--- src/rtl/noc_pkg.sv ---
// Shared types and constants for the NoC packet source: field widths, flit layout, payload modes, LFSR taps.
// No logic of its own; widths here are the defaults the RTL parameters start from.
package noc_pkg;

  localparam int DEST_W_DEF    = 2;
  localparam int TYPE_W_DEF    = 2;
  localparam int PAYLOAD_W_DEF = 8;
  localparam int LEN_W_DEF     = 4;
  localparam int FLIT_W_DEF    = DEST_W_DEF + TYPE_W_DEF + PAYLOAD_W_DEF + 1;

  // Right-shift Galois taps (x^8+x^6+x^5+x^4+1), maximal length for 8 bits
  localparam logic [PAYLOAD_W_DEF-1:0] LFSR_TAPS = 8'hB8;

  typedef enum logic [1:0] {
    MODE_FIXED = 2'd0,
    MODE_INCR  = 2'd1,
    MODE_LFSR  = 2'd2,
    MODE_RSVD  = 2'd3
  } payload_mode_e;

  typedef enum logic [1:0] {
    ST_IDLE = 2'd0,
    ST_SEND = 2'd1,
    ST_DONE = 2'd2
  } state_e;

  typedef struct packed {
    logic [DEST_W_DEF-1:0]    dest;
    logic [TYPE_W_DEF-1:0]    ptype;
    logic [PAYLOAD_W_DEF-1:0] payload;
    logic                     eop;
  } flit_t;

  // Taps for payload widths other than the default; unknown widths fall back to the 8-bit set.
  function automatic logic [31:0] lfsr_taps(input int width);
    case (width)
      4:       lfsr_taps = 32'h0000_000C;
      8:       lfsr_taps = 32'(LFSR_TAPS);
      16:      lfsr_taps = 32'h0000_B400;
      32:      lfsr_taps = 32'hA300_0000;
      default: lfsr_taps = 32'(LFSR_TAPS);
    endcase
  endfunction

endpackage

--- src/rtl/noc_packet_source_if.sv ---
// Flit stream from the packet source to the router: valid/ready handshake plus the flit bus.
// Transfer on valid_in && ready_out; the source holds the flit stable while ready_out is low.
interface noc_packet_source_if #(
  parameter int FLIT_W = noc_pkg::FLIT_W_DEF
);
  logic              valid_in;
  logic              ready_out;
  logic [FLIT_W-1:0] packet_out;

  modport master (output valid_in, output packet_out, input ready_out);
  modport slave  (input valid_in, input packet_out, output ready_out);
endinterface

--- src/rtl/noc_payload_gen.sv ---
// Payload generator: FIXED / INCR / LFSR value, loaded at burst launch, advanced once per transferred flit.
// Registered output, zero latency to the flit bus; holds its value while advance_i is low (stall).
module noc_payload_gen
  import noc_pkg::*;
#(
  parameter int PAYLOAD_W = PAYLOAD_W_DEF
) (
  input  logic                 clk,
  input  logic                 reset,
  input  logic                 load_i,
  input  payload_mode_e        mode_i,
  input  logic [PAYLOAD_W-1:0] seed_i,
  input  logic                 advance_i,
  output logic [PAYLOAD_W-1:0] payload_o
);

  localparam logic [PAYLOAD_W-1:0] TAPS = PAYLOAD_W'(lfsr_taps(PAYLOAD_W));

  payload_mode_e        mode_q, mode_d;
  logic [PAYLOAD_W-1:0] payload_q, payload_d;

  always_comb begin
    mode_d    = mode_q;
    payload_d = payload_q;
    if (load_i) begin
      mode_d = mode_i;
      // An all-zero LFSR state would lock up, so a zero seed starts from 1
      payload_d = (mode_i == MODE_LFSR && seed_i == '0) ? PAYLOAD_W'(1) : seed_i;
    end else if (advance_i) begin
      unique case (mode_q)
        MODE_INCR: payload_d = payload_q + PAYLOAD_W'(1);
        MODE_LFSR: payload_d = (payload_q >> 1) ^ (payload_q[0] ? TAPS : '0);
        default:   payload_d = payload_q;
      endcase
    end
  end

  always_ff @(posedge clk or posedge reset) begin
    if (reset) begin
      mode_q    <= MODE_FIXED;
      payload_q <= '0;
    end else begin
      mode_q    <= mode_d;
      payload_q <= payload_d;
    end
  end

  assign payload_o = payload_q;

endmodule

--- src/rtl/noc_packet_source.sv ---
// Burst packet source: on start, emits cfg_count packets of cfg_len flits each, then pulses done.
// First flit valid 1 cycle after start; flit held stable while ready_out is low, counters advance only on transfer.
module noc_packet_source
  import noc_pkg::*;
#(
  parameter int DEST_W    = DEST_W_DEF,
  parameter int TYPE_W    = TYPE_W_DEF,
  parameter int PAYLOAD_W = PAYLOAD_W_DEF,
  parameter int LEN_W     = LEN_W_DEF
) (
  input  logic                 clk,
  input  logic                 reset,
  input  logic                 start,
  input  logic [DEST_W-1:0]    cfg_dest,
  input  logic [TYPE_W-1:0]    cfg_type,
  input  logic [LEN_W-1:0]     cfg_len,
  input  logic [LEN_W-1:0]     cfg_count,
  input  logic [1:0]           cfg_mode,
  input  logic [PAYLOAD_W-1:0] cfg_seed,
  input  logic                 cfg_dest_rr,
  output logic                 busy,
  output logic                 done,
  noc_packet_source_if.master  flit_if
);

  state_e              state_q, state_d;
  logic [DEST_W-1:0]   dest_q, dest_d;
  logic [TYPE_W-1:0]   type_q, type_d;
  logic [LEN_W-1:0]    len_q, len_d;
  logic [LEN_W-1:0]    count_q, count_d;
  logic                rr_q, rr_d;
  logic [LEN_W-1:0]    flit_q, flit_d;
  logic [LEN_W-1:0]    pkt_q, pkt_d;
  logic [PAYLOAD_W-1:0] payload;
  logic                valid;
  logic                launch;
  logic                xfer;
  logic                eop;
  logic                last_pkt;

  assign launch   = (state_q == ST_IDLE) && start;
  assign xfer     = valid && flit_if.ready_out;
  assign eop      = (flit_q == len_q - LEN_W'(1));
  assign last_pkt = (pkt_q == count_q - LEN_W'(1));

  always_ff @(posedge clk or posedge reset) begin
    if (reset) state_q <= ST_IDLE;
    else       state_q <= state_d;
  end

  always_comb begin
    state_d = state_q;
    unique case (state_q)
      ST_IDLE: if (start) state_d = (cfg_count == '0) ? ST_DONE : ST_SEND;
      ST_SEND: if (xfer && eop && last_pkt) state_d = ST_DONE;
      ST_DONE: state_d = ST_IDLE;
      default: state_d = ST_IDLE;
    endcase
  end

  always_comb begin
    valid = 1'b0;
    busy  = 1'b0;
    done  = 1'b0;
    unique case (state_q)
      ST_SEND: begin
        valid = 1'b1;
        busy  = 1'b1;
      end
      ST_DONE: begin
        busy = 1'b1;
        done = 1'b1;
      end
      default: ;
    endcase
  end

  always_comb begin
    dest_d  = dest_q;
    type_d  = type_q;
    len_d   = len_q;
    count_d = count_q;
    rr_d    = rr_q;
    flit_d  = flit_q;
    pkt_d   = pkt_q;
    if (launch) begin
      dest_d  = cfg_dest;
      type_d  = cfg_type;
      len_d   = (cfg_len == '0) ? LEN_W'(1) : cfg_len;
      count_d = cfg_count;
      rr_d    = cfg_dest_rr;
      flit_d  = '0;
      pkt_d   = '0;
    end else if (xfer) begin
      if (eop) begin
        flit_d = '0;
        pkt_d  = pkt_q + LEN_W'(1);
        dest_d = dest_q + DEST_W'(rr_q);
      end else begin
        flit_d = flit_q + LEN_W'(1);
      end
    end
  end

  always_ff @(posedge clk or posedge reset) begin
    if (reset) begin
      dest_q  <= '0;
      type_q  <= '0;
      len_q   <= '0;
      count_q <= '0;
      rr_q    <= 1'b0;
      flit_q  <= '0;
      pkt_q   <= '0;
    end else begin
      dest_q  <= dest_d;
      type_q  <= type_d;
      len_q   <= len_d;
      count_q <= count_d;
      rr_q    <= rr_d;
      flit_q  <= flit_d;
      pkt_q   <= pkt_d;
    end
  end

  noc_payload_gen #(
    .PAYLOAD_W (PAYLOAD_W)
  ) u_payload_gen (
    .clk       (clk),
    .reset     (reset),
    .load_i    (launch),
    .mode_i    (payload_mode_e'(cfg_mode)),
    .seed_i    (cfg_seed),
    .advance_i (xfer),
    .payload_o (payload)
  );

  // The bus reads zero outside SEND so idle/reset state never shows stale fields
  assign flit_if.valid_in   = valid;
  assign flit_if.packet_out = valid ? {dest_q, type_q, payload, eop} : '0;

endmodule

--- src/flat_wrapper.sv ---
// flat-port wrapper written by rule: the top's interface ports become plain ports
module noc_packet_source_flat import noc_pkg::*;
#(
  parameter int DEST_W    = DEST_W_DEF,
  parameter int TYPE_W    = TYPE_W_DEF,
  parameter int PAYLOAD_W = PAYLOAD_W_DEF,
  parameter int LEN_W     = LEN_W_DEF
)
  (clk, reset, start, cfg_dest, cfg_type, cfg_len, cfg_count, cfg_mode, cfg_seed, cfg_dest_rr, busy, done, flit_if_valid_in, flit_if_packet_out, flit_if_ready_out);
  noc_packet_source_if #(.FLIT_W((FLIT_W_DEF))) flit_if_i ();
  input  logic clk;
  input  logic reset;
  input  logic start;
  input  logic [DEST_W-1:0] cfg_dest;
  input  logic [TYPE_W-1:0] cfg_type;
  input  logic [LEN_W-1:0] cfg_len;
  input  logic [LEN_W-1:0] cfg_count;
  input  logic [1:0] cfg_mode;
  input  logic [PAYLOAD_W-1:0] cfg_seed;
  input  logic cfg_dest_rr;
  output logic busy;
  output logic done;
  output wire logic [$bits(flit_if_i.valid_in)-1:0] flit_if_valid_in;
  output wire logic [$bits(flit_if_i.packet_out)-1:0] flit_if_packet_out;
  input wire logic [$bits(flit_if_i.ready_out)-1:0] flit_if_ready_out;
  assign flit_if_valid_in = flit_if_i.valid_in;
  assign flit_if_packet_out = flit_if_i.packet_out;
  assign flit_if_i.ready_out = flit_if_ready_out;
  noc_packet_source #(.DEST_W(DEST_W), .TYPE_W(TYPE_W), .PAYLOAD_W(PAYLOAD_W), .LEN_W(LEN_W)) u_core (.clk(clk), .reset(reset), .start(start), .cfg_dest(cfg_dest), .cfg_type(cfg_type), .cfg_len(cfg_len), .cfg_count(cfg_count), .cfg_mode(cfg_mode), .cfg_seed(cfg_seed), .cfg_dest_rr(cfg_dest_rr), .busy(busy), .done(done), .flit_if(flit_if_i));
endmodule
--- config.mk ---
export PLATFORM = sky130hd
export DESIGN_NAME = noc_packet_source_flat
export DESIGN_NICKNAME = d
export VERILOG_FILES = /design/src/rtl/noc_pkg.sv /design/src/rtl/noc_packet_source_if.sv /design/src/rtl/noc_payload_gen.sv /design/src/rtl/noc_packet_source.sv /design/src/flat_wrapper.sv
export SDC_FILE = /design/constraint.sdc
export NUM_CORES = 1
export LEC_CHECK = 0
export ABC_CLOCK_PERIOD_IN_PS = 1900
export CORE_MARGIN = 5
export CORE_UTILIZATION = 46
export CTS_CLUSTER_SIZE = 20
export DETAILED_ROUTE_END_ITERATION = 8
export PLACE_DENSITY_LB_ADDON = 0.3
export SYNTH_ARGS = -nofsm -noshare
export SYNTH_HDL_FRONTEND = slang
export SYNTH_SLANG_ARGS = --single-unit
--- constraint.sdc ---
create_clock -name clk -period 1.9 [get_ports clk]
set_input_delay 0.38 -clock clk [delete_from_list [all_inputs] [get_ports clk]]
set_output_delay 0.38 -clock clk [all_outputs]
set_load 0.05 [all_outputs]
Word-level counts from Yosys, hierarchy flattened

Index checks and enable logic that the tools add are counted.

Equality and inequality tests: 9
Reduce and logical (&&, ||, !) cells: 16
Bitwise operators: 1
Add/subtract/negate cells: 6
Multiplexer cells: 23

Operator list:

| operator                                                           | count |
|---|---|
| 8-bit 2-to-1 mux                                                   | 4 |
| 4-bit 2-to-1 mux                                                   | 7 |
| 8-bit case mux with 2 select lines                                 | 1 |
| 13-bit 2-to-1 mux                                                  | 1 |
| 2-bit 2-to-1 mux                                                   | 6 |
| 4-bit by 1-bit adder with 4-bit output, second input constant      | 2 |
| 8-bit by 1-bit adder with 8-bit output, second input constant      | 1 |
| 4-bit == test                                                      | 2 |
| 4-bit logical NOT                                                  | 2 |
| 8-bit logical NOT                                                  | 1 |
| 4-bit by 1-bit subtractor with 4-bit output, second input constant | 2 |
| 7-bit by 8-bit bitwise XOR with 8-bit output                       | 1 |
| 2-bit == test, second input constant                               | 3 |
| 2-bit AND reduction                                                | 3 |
| 1-bit logical AND                                                  | 5 |
| 2-bit by 1-bit == test with 1-bit output, second input constant    | 2 |
| 2-bit case mux with 2 select lines                                 | 1 |
| 2-bit nonzero test                                                 | 2 |
| 1-bit 2-to-1 mux                                                   | 3 |
| 3-bit nonzero test                                                 | 1 |
| 2-bit by 1-bit adder with 2-bit output                             | 1 |
| 2-bit logical NOT                                                  | 1 |
| 2-bit by 1-bit != test with 1-bit output, second input constant    | 1 |
| 2-bit != test, second input constant                               | 1 |
| 2-bit OR reduction                                                 | 1 |

Output and inout bits: 16
Flip-flop bits (word level): 33
Word-level logic and storage cells: 65
Input port bits: 27

Depth between registers and ports, before layout

Gate-level depths: netlist (run 1).

Depth after elaboration: 7
Gate-level depth with buffers: 9
Depth with buffers taken out: 7

By module

From an unflattened synthesis (run 1), not the netlist that was laid out.

Cells, all modules: 239
Area, all modules: 2137.0 µm²

Modules (own cells, without submodules):

| module            | area each (µm²) | sequential area each (µm²) | instances | cells each |
|---|---|---|---|---|
| noc_packet_source | 1361.3          | 575.6                      | 1         | 149 |
| noc_payload_gen   | 775.7           | 250.2                      | 1         | 90 |

Least setup slack after synthesis (run 1)

No wires, ideal clock.

Kind: register to register
Start: register u_core.state_q[1]
End: register u_core.u_payload_gen.payload_q[0], in the netlist u_core.u_payload_gen.payload_o[0]
Period minus slack after synthesis: 2284 ps
Required time: 1757 ps
Library setup time: 143 ps
Slack: -384 ps
Data arrival time: 2141 ps
Stages on the path, launching flop included: 9
Path buffers: 2
Cells stage by stage: dfrtp_1 -> inv_1 -> ha_1 -> and2_2 -> clkbuf_1 -> nand2b_1 -> clkbuf_1 -> a211oi_1 -> a22oi_1

Longest elaborated chain between the ends: 5
Elaborated cells on any way between the ends: 9
Classes of those cells: eq/ne: 1; mux: 2; reduce/logical: 6

RTL lines:

| item                                     | RTL line                | RTL |
|---|---|---|
| start, declared                          | noc_packet_source.sv:26 | `state_e state_q, state_d;` |
| start signal, assigned                   | noc_packet_source.sv:48 | `else state_q <= state_d;` |
| 2-bit by 1-bit == test with 1-bit output | noc_packet_source.sv:65 | `unique case (state_q)` |
| 1-bit 2-to-1 mux                         | noc_packet_source.sv:65 |  |
| named net flit_if_valid_in               | flat_wrapper.sv:23      | `output wire logic [$bits(flit_if_i.valid_in)-1:0] flit_if_valid_in;` |
| 1-bit logical AND                        | noc_packet_source.sv:42 | `assign xfer = valid && flit_if.ready_out;` |
| 2-bit nonzero test (no line)             | --                      |  |
| 2-bit AND reduction (no line)            | --                      |  |
| end signal, assigned                     | noc_payload_gen.sv:44   | `payload_q <= payload_d;` |
| end, declared                            | noc_payload_gen.sv:20   | `logic [PAYLOAD_W-1:0] payload_q, payload_d;` |

The timed path passes the listed nets, and every way through them passes these cells.
A chain may end at the register's enable or synchronous reset.

Worst setup path after layout (run 1)

Start: register u_core.len_q[1]
End: output flit_if_packet_out[0]

Longest elaborated chain between the ends: 3

RTL lines:

| item                                        | RTL line                 | RTL |
|---|---|---|
| start, declared                             | noc_packet_source.sv:29  | `logic [LEN_W-1:0] len_q, len_d;` |
| start signal, assigned                      | noc_packet_source.sv:117 | `len_q <= len_d;` |
| 4-bit by 1-bit subtractor with 4-bit output | noc_packet_source.sv:43  | `assign eop = (flit_q == len_q - LEN_W'(1));` |
| 4-bit == test                               | noc_packet_source.sv:43  |  |
| 13-bit 2-to-1 mux                           | noc_packet_source.sv:139 | `assign flit_if.packet_out = valid ? {dest_q, type_q, payload, eop} : '0;` |
| end, declared                               | flat_wrapper.sv:24       | `output wire logic [$bits(flit_if_i.packet_out)-1:0] flit_if_packet_out;` |

Every way passes these cells.

==> results of run 1 <==
placed cells by master, fill, tap and decap left out, drive strengths merged, types with 2 or more instances in the layout:
cell type / netlist / layout
clkinv: 0 / 2
or3: 3 / 3
and2: 14 / 14
nor3: 5 / 5
mux2i: 3 / 3
a211oi: 2 / 2
xor2: 4 / 4
dfrtp: 33 / 33
nand3: 4 / 4
nor2: 19 / 19
nand2b: 2 / 2
o21ai: 18 / 18
xnor2: 13 / 13
inv: 12 / 12
o22ai: 4 / 4
and3: 5 / 5
ha: 10 / 10
nor4: 2 / 2
nand2: 44 / 44
a32oi: 2 / 2
a31oi: 4 / 4
buf: 0 / 33
clkdlybuf4s50: 0 / 26
a21oi: 10 / 10
nand4: 4 / 4
clkbuf: 12 / 6
routing by layer:
| metal | wire, µm | global-route usage (%) | share of wire [%] |
|---|---|---|---|
| met5 | 0 | 0 | 0 |
| met1 | 2170 | 21.55 | 42 |
| met2 | 2636 | 29.46 | 51 |
| met3 | 256 | 3.981 | 5.0 |
| met4 | 106 | 6.186 | 2.1 |
layout make-up:
| class | instances | share of cell area [%] |
|---|---|---|
| clock buffer | 6 | 2.392 |
| clock inverter | 2 | 0.3299 |
| inverter | 12 | 1.485 |
| multi-input combinational | 184 | 42.19 |
| sequential | 33 | 27.22 |
| tap | 52 | 2.144 |
| timing repair buffer | 59 | 24.25 |
synth_stat cells, types with 2 or more instances:
cell type                  number
sky130_fd_sc_hd__o22ai_1        4
sky130_fd_sc_hd__a21oi_1       10
sky130_fd_sc_hd__and2_2         2
sky130_fd_sc_hd__xnor2_1       13
sky130_fd_sc_hd__o21ai_0       18
sky130_fd_sc_hd__nand2b_1       2
sky130_fd_sc_hd__nor3_1         4
sky130_fd_sc_hd__or3_1          3
sky130_fd_sc_hd__a32oi_1        2
sky130_fd_sc_hd__inv_1         12
sky130_fd_sc_hd__ha_1          10
sky130_fd_sc_hd__nand2_1       44
sky130_fd_sc_hd__clkbuf_1      12
sky130_fd_sc_hd__and2_1        12
sky130_fd_sc_hd__nor2_1        19
sky130_fd_sc_hd__nand3_1        3
sky130_fd_sc_hd__and3_2         3
sky130_fd_sc_hd__nor4_1         2
sky130_fd_sc_hd__dfrtp_1       33
sky130_fd_sc_hd__nand4_1        4
sky130_fd_sc_hd__and3_1         2
sky130_fd_sc_hd__a211oi_1       2
sky130_fd_sc_hd__a31oi_1        4
sky130_fd_sc_hd__mux2i_1        3
sky130_fd_sc_hd__xor2_1         4
worst max-delay path, stage by stage, from the launching register on:
cell and delay [ns]:
sky130_fd_sc_hd__dfrtp_1 0.39, sky130_fd_sc_hd__inv_2 0.08, sky130_fd_sc_hd__ha_4 0.22, sky130_fd_sc_hd__xnor2_4 0.13, sky130_fd_sc_hd__nor3_4 0.23, sky130_fd_sc_hd__and3_4 0.22
sky130_fd_sc_hd__buf_12 0.13
what timing repair did:
action,in CTS,in global routing
pin swaps,3,10
buffers inserted,5,3
hold endpoints to repair,0,0
resized for setup,5,30
endpoints found under the setup margin,9,24
stage by stage:
step / setup WS, ns / instance area, µm² / power, mW
after floorplan: 0.008057 / 2079 / 2.957
after global placement: 0.03661 / 2766 / 3.857
after detailed placement: 0.0002010 / 2766 / 3.931
after CTS: -0.2089 / 2905 / 4.581
after global routing: -0.2166 / 3034 / 5.192
final: -0.1631 / 3034 / 4.860
report_power, final:
| group | internal, mW | switching [mW] | leakage (nW) | total [mW] |
|---|---|---|---|---|
| combinational | 1.48 | 1.58 | 0.884 | 3.05 |
| clock | 0.254 | 0.256 | 0.0450 | 0.509 |
| sequential | 0.982 | 0.314 | 0.416 | 1.30 |
path summary, 6_finish.rpt:
| check | start | to | slack, ns |
|---|---|---|---|
| setup / recovery | u_core.len_q[1] | flit_if_packet_out[0] | -0.16 |
| min in group asynchronous | reset | u_core.u_payload_gen.payload_o[0] | 0.49 |
| setup reg to reg | u_core.len_q[1] | u_core.dest_q[1] | -0.10 |
| max in group asynchronous | reset | u_core.state_q[1] | 1.11 |
| hold / removal | u_core.type_q[1] | u_core.type_q[1] | 0.48 |
| hold reg to reg | u_core.type_q[1] | u_core.type_q[1] | 0.48 |
cell families (layout without fill, tap and decap cells):
logic type | Yosys count | count (layout) | share of synthesized area (%)
flip-flops | 33 | 33 | 39.98
buffers and inverters | 24 | 79 | 4.361
AND/OR/NAND/NOR | 105 | 105 | 25.20
AO/OA/AOI/OAI | 47 | 47 | 13.45
XOR/XNOR | 19 | 19 | 9.509
multiplexers | 3 | 3 | 1.454
adder cells (fa/ha/maj) | 10 | 10 | 6.057
sequential cells by signal, indices dropped and copies added, names as in the netlist:
| register | flops |
|---|---|
| u_core.u_payload_gen.payload_o | 8 |
| u_core.count_q | 4 |
| u_core.flit_q | 4 |
| u_core.len_q | 4 |
| u_core.pkt_q | 4 |
| u_core.dest_q | 2 |
| u_core.state_q | 2 |
| u_core.type_q | 2 |
| u_core.u_payload_gen.mode_q | 2 |
| u_core.rr_q | 1 |
==> results.md, run 1 <==
Run status:
- The run finished, with violations left.
- The checks that failed: negative setup slack.

Final layout:
- The sequential standard cell area is 825.8 µm².
- 0 antenna diodes ended up in the layout.
- The final-layout fill cell count is between 300 and 400.
- The signed area change from the synthesized netlist to the final layout is 46.88%.
- The share of final-layout standard cells stronger than drive strength 1 is 23.65%.
- The post-route non-filler standard cell count is 348.
- In the final design database the tool counted 332 nets.
- Once layout is complete, the utilization of the core stands at 69.68%.
- The area used by multi-input combinational logic is 1280 µm².

Die:
- The floorplan step defined a die boundary enclosing about 5900 µm².
- In this run the core area contains 24 standard-cell rows.
- The die width is 77.01 µm.
- The placeable core area is 4354 µm².
- The chip height is 77.01 µm.
- For this configuration, the core starts out at a cell density of between 40 and 50%.
- During I/O placement, the number of pins put on the boundary was 43.

Clocking:
- Clock-pin slew was measured on the worst setup and hold paths at 0.07 ns.
- TritonCTS built the clock tree.
- The cell sitting at the root of the clock tree is a sky130_fd_sc_hd__clkbuf_8.
- The tree built by TritonCTS fans out to 33 sinks.
- Clock tree synthesis inserted a total of 5 buffers.
- The number of buffers between clock root and the deepest sink is 2.
- The clock insertion delay at the later pin of the skew report is roughly 0.28 ns.
- The count of hold buffers inserted by post-cts repair is 0.
- The clock tree synthesis step divided the H-tree into 2 levels.

Detailed routing:
- The post-detailed-route wirelength per cell is 14.86 µm.
- The count of nets left with antenna violations once routing finished came out at 0.
- The routed design has 5.170 mm of wire.
- The length of the first detailed-routing pass in iterations is 4.
- The average vias per placed instance is 5.414.
- The detailed router finished its first iteration with 104 violations.
- The final route contains 1,884 vias.
- The remaining design rule violation count is 0.

Global routing:
- The wire length of the first global-routing pass is 8.480 mm.
- Entering global routing, the biggest net connects 37 pins.
- The number of global-route vias before repair was between 1,500 and 2,000.
- The initial antenna violation count is 0.
- The total global routing track utilization is 17.37%.
- Global routing finished with a remaining overflow of 0.

Yosys:
- Yosys printed 0 warnings.
- Yosys attributes the largest share of cell area to sky130_fd_sc_hd__dfrtp_1, sky130_fd_sc_hd__nand2_1, sky130_fd_sc_hd__ha_1, sky130_fd_sc_hd__xnor2_1, sky130_fd_sc_hd__o21ai_0.
- The synthesized netlist net count is 278.
- The mean instance size in the synthesized netlist is 8.571 µm².
- The unique cell type count in the Yosys netlist is 39.
- The synthesized design contains 33 register bits.
- The largest area contributor in the netlist is sky130_fd_sc_hd__dfrtp_1.
- Sequential elements use 39.98% of the synthesized area.
- Counting every instance in the synthesized netlist gives between 200 and 250.
- The most used flip-flop cell after synthesis is sky130_fd_sc_hd__dfrtp_1.
- Yosys mapped a number of flops with a built-in enable equal to 0.
- In the synthesized netlist the async set-or-reset flop fraction comes to between 90% and 100%.
- The cell area after synthesis is 2066 µm².
- The top cell type's share of synthesized area is 39.98%.

Placement:
- The placed cell count is about 330.
- The HPWL after detailed placement is 3.681 mm.
- The congestion estimate from routability-driven global placement came to 0.8328.
- During placement, the flow inserted port buffers numbering 42.

Timing:
- Between clock sinks in the finished design, the worst skew comes to 0.007819 ns.
- The number of pins with negative max-slew slack in the final report is 0.
- The smallest clock period supported by the final layout is computed as 2.063 ns.
- The post-route setup TNS is -0.3849 ns.
- The achievable frequency is between 400 and 500 MHz.
- The worst pin sits at a relative slew slack of 71.72%.
- The post-route worst setup slack is -0.1631 ns.
- Hold timing on the final database bottoms out at a slack of 0.4810 ns.
- Setup repair after global routing could not meet its margin everywhere.
- Dividing the final minimum period by the clock period gives 108.6%.
- The number of endpoints with negative hold slack in the final report was 0.
- The setup-violating endpoint count in the final report is 5.
- The slew at the pin with the worst max-slew slack is 0.4242 ns.

Worst setup path:
- The depth of the most critical reg-to-reg path is 9.
- The arrival time at the worst endpoint is 1.68 ns.
- The maximum net fanout on the critical path is 2.
- The classification of the worst setup path is flop to output pin.
- The worst setup path is launched from a flop.
- STA puts the critical path data required time at 1.52 ns.
- STA classifies the critical path endpoint as an output pin.

Power and ir drop:
- The worst vdd rail ir drop is 877.9 µV.
- For this design the ratio of total power to cell area is 1602 nW/µm².
- The analysis attributes to cell leakage a power of 1.345 nW.

Hold path:
- The hold path depth is 2.
- The min-delay analysis places its worst path in the category flop to flop.

Flow run:
- Across the run, the number of max-cap violations was 0.
Power figures use the tool's default switching activity.
==> run 2, diff against run 1 <==
--- a/config.mk
+++ b/config.mk
@@ -5,7 +5,6 @@
 export SDC_FILE = /design/constraint.sdc
 export NUM_CORES = 1
 export LEC_CHECK = 0
-export ABC_CLOCK_PERIOD_IN_PS = 1900
 export CORE_MARGIN = 5
 export CORE_UTILIZATION = 46
 export CTS_CLUSTER_SIZE = 20
==> results of run 2 <==
Same layout as run 1: the final DEF is identical, and so are final timing and power.
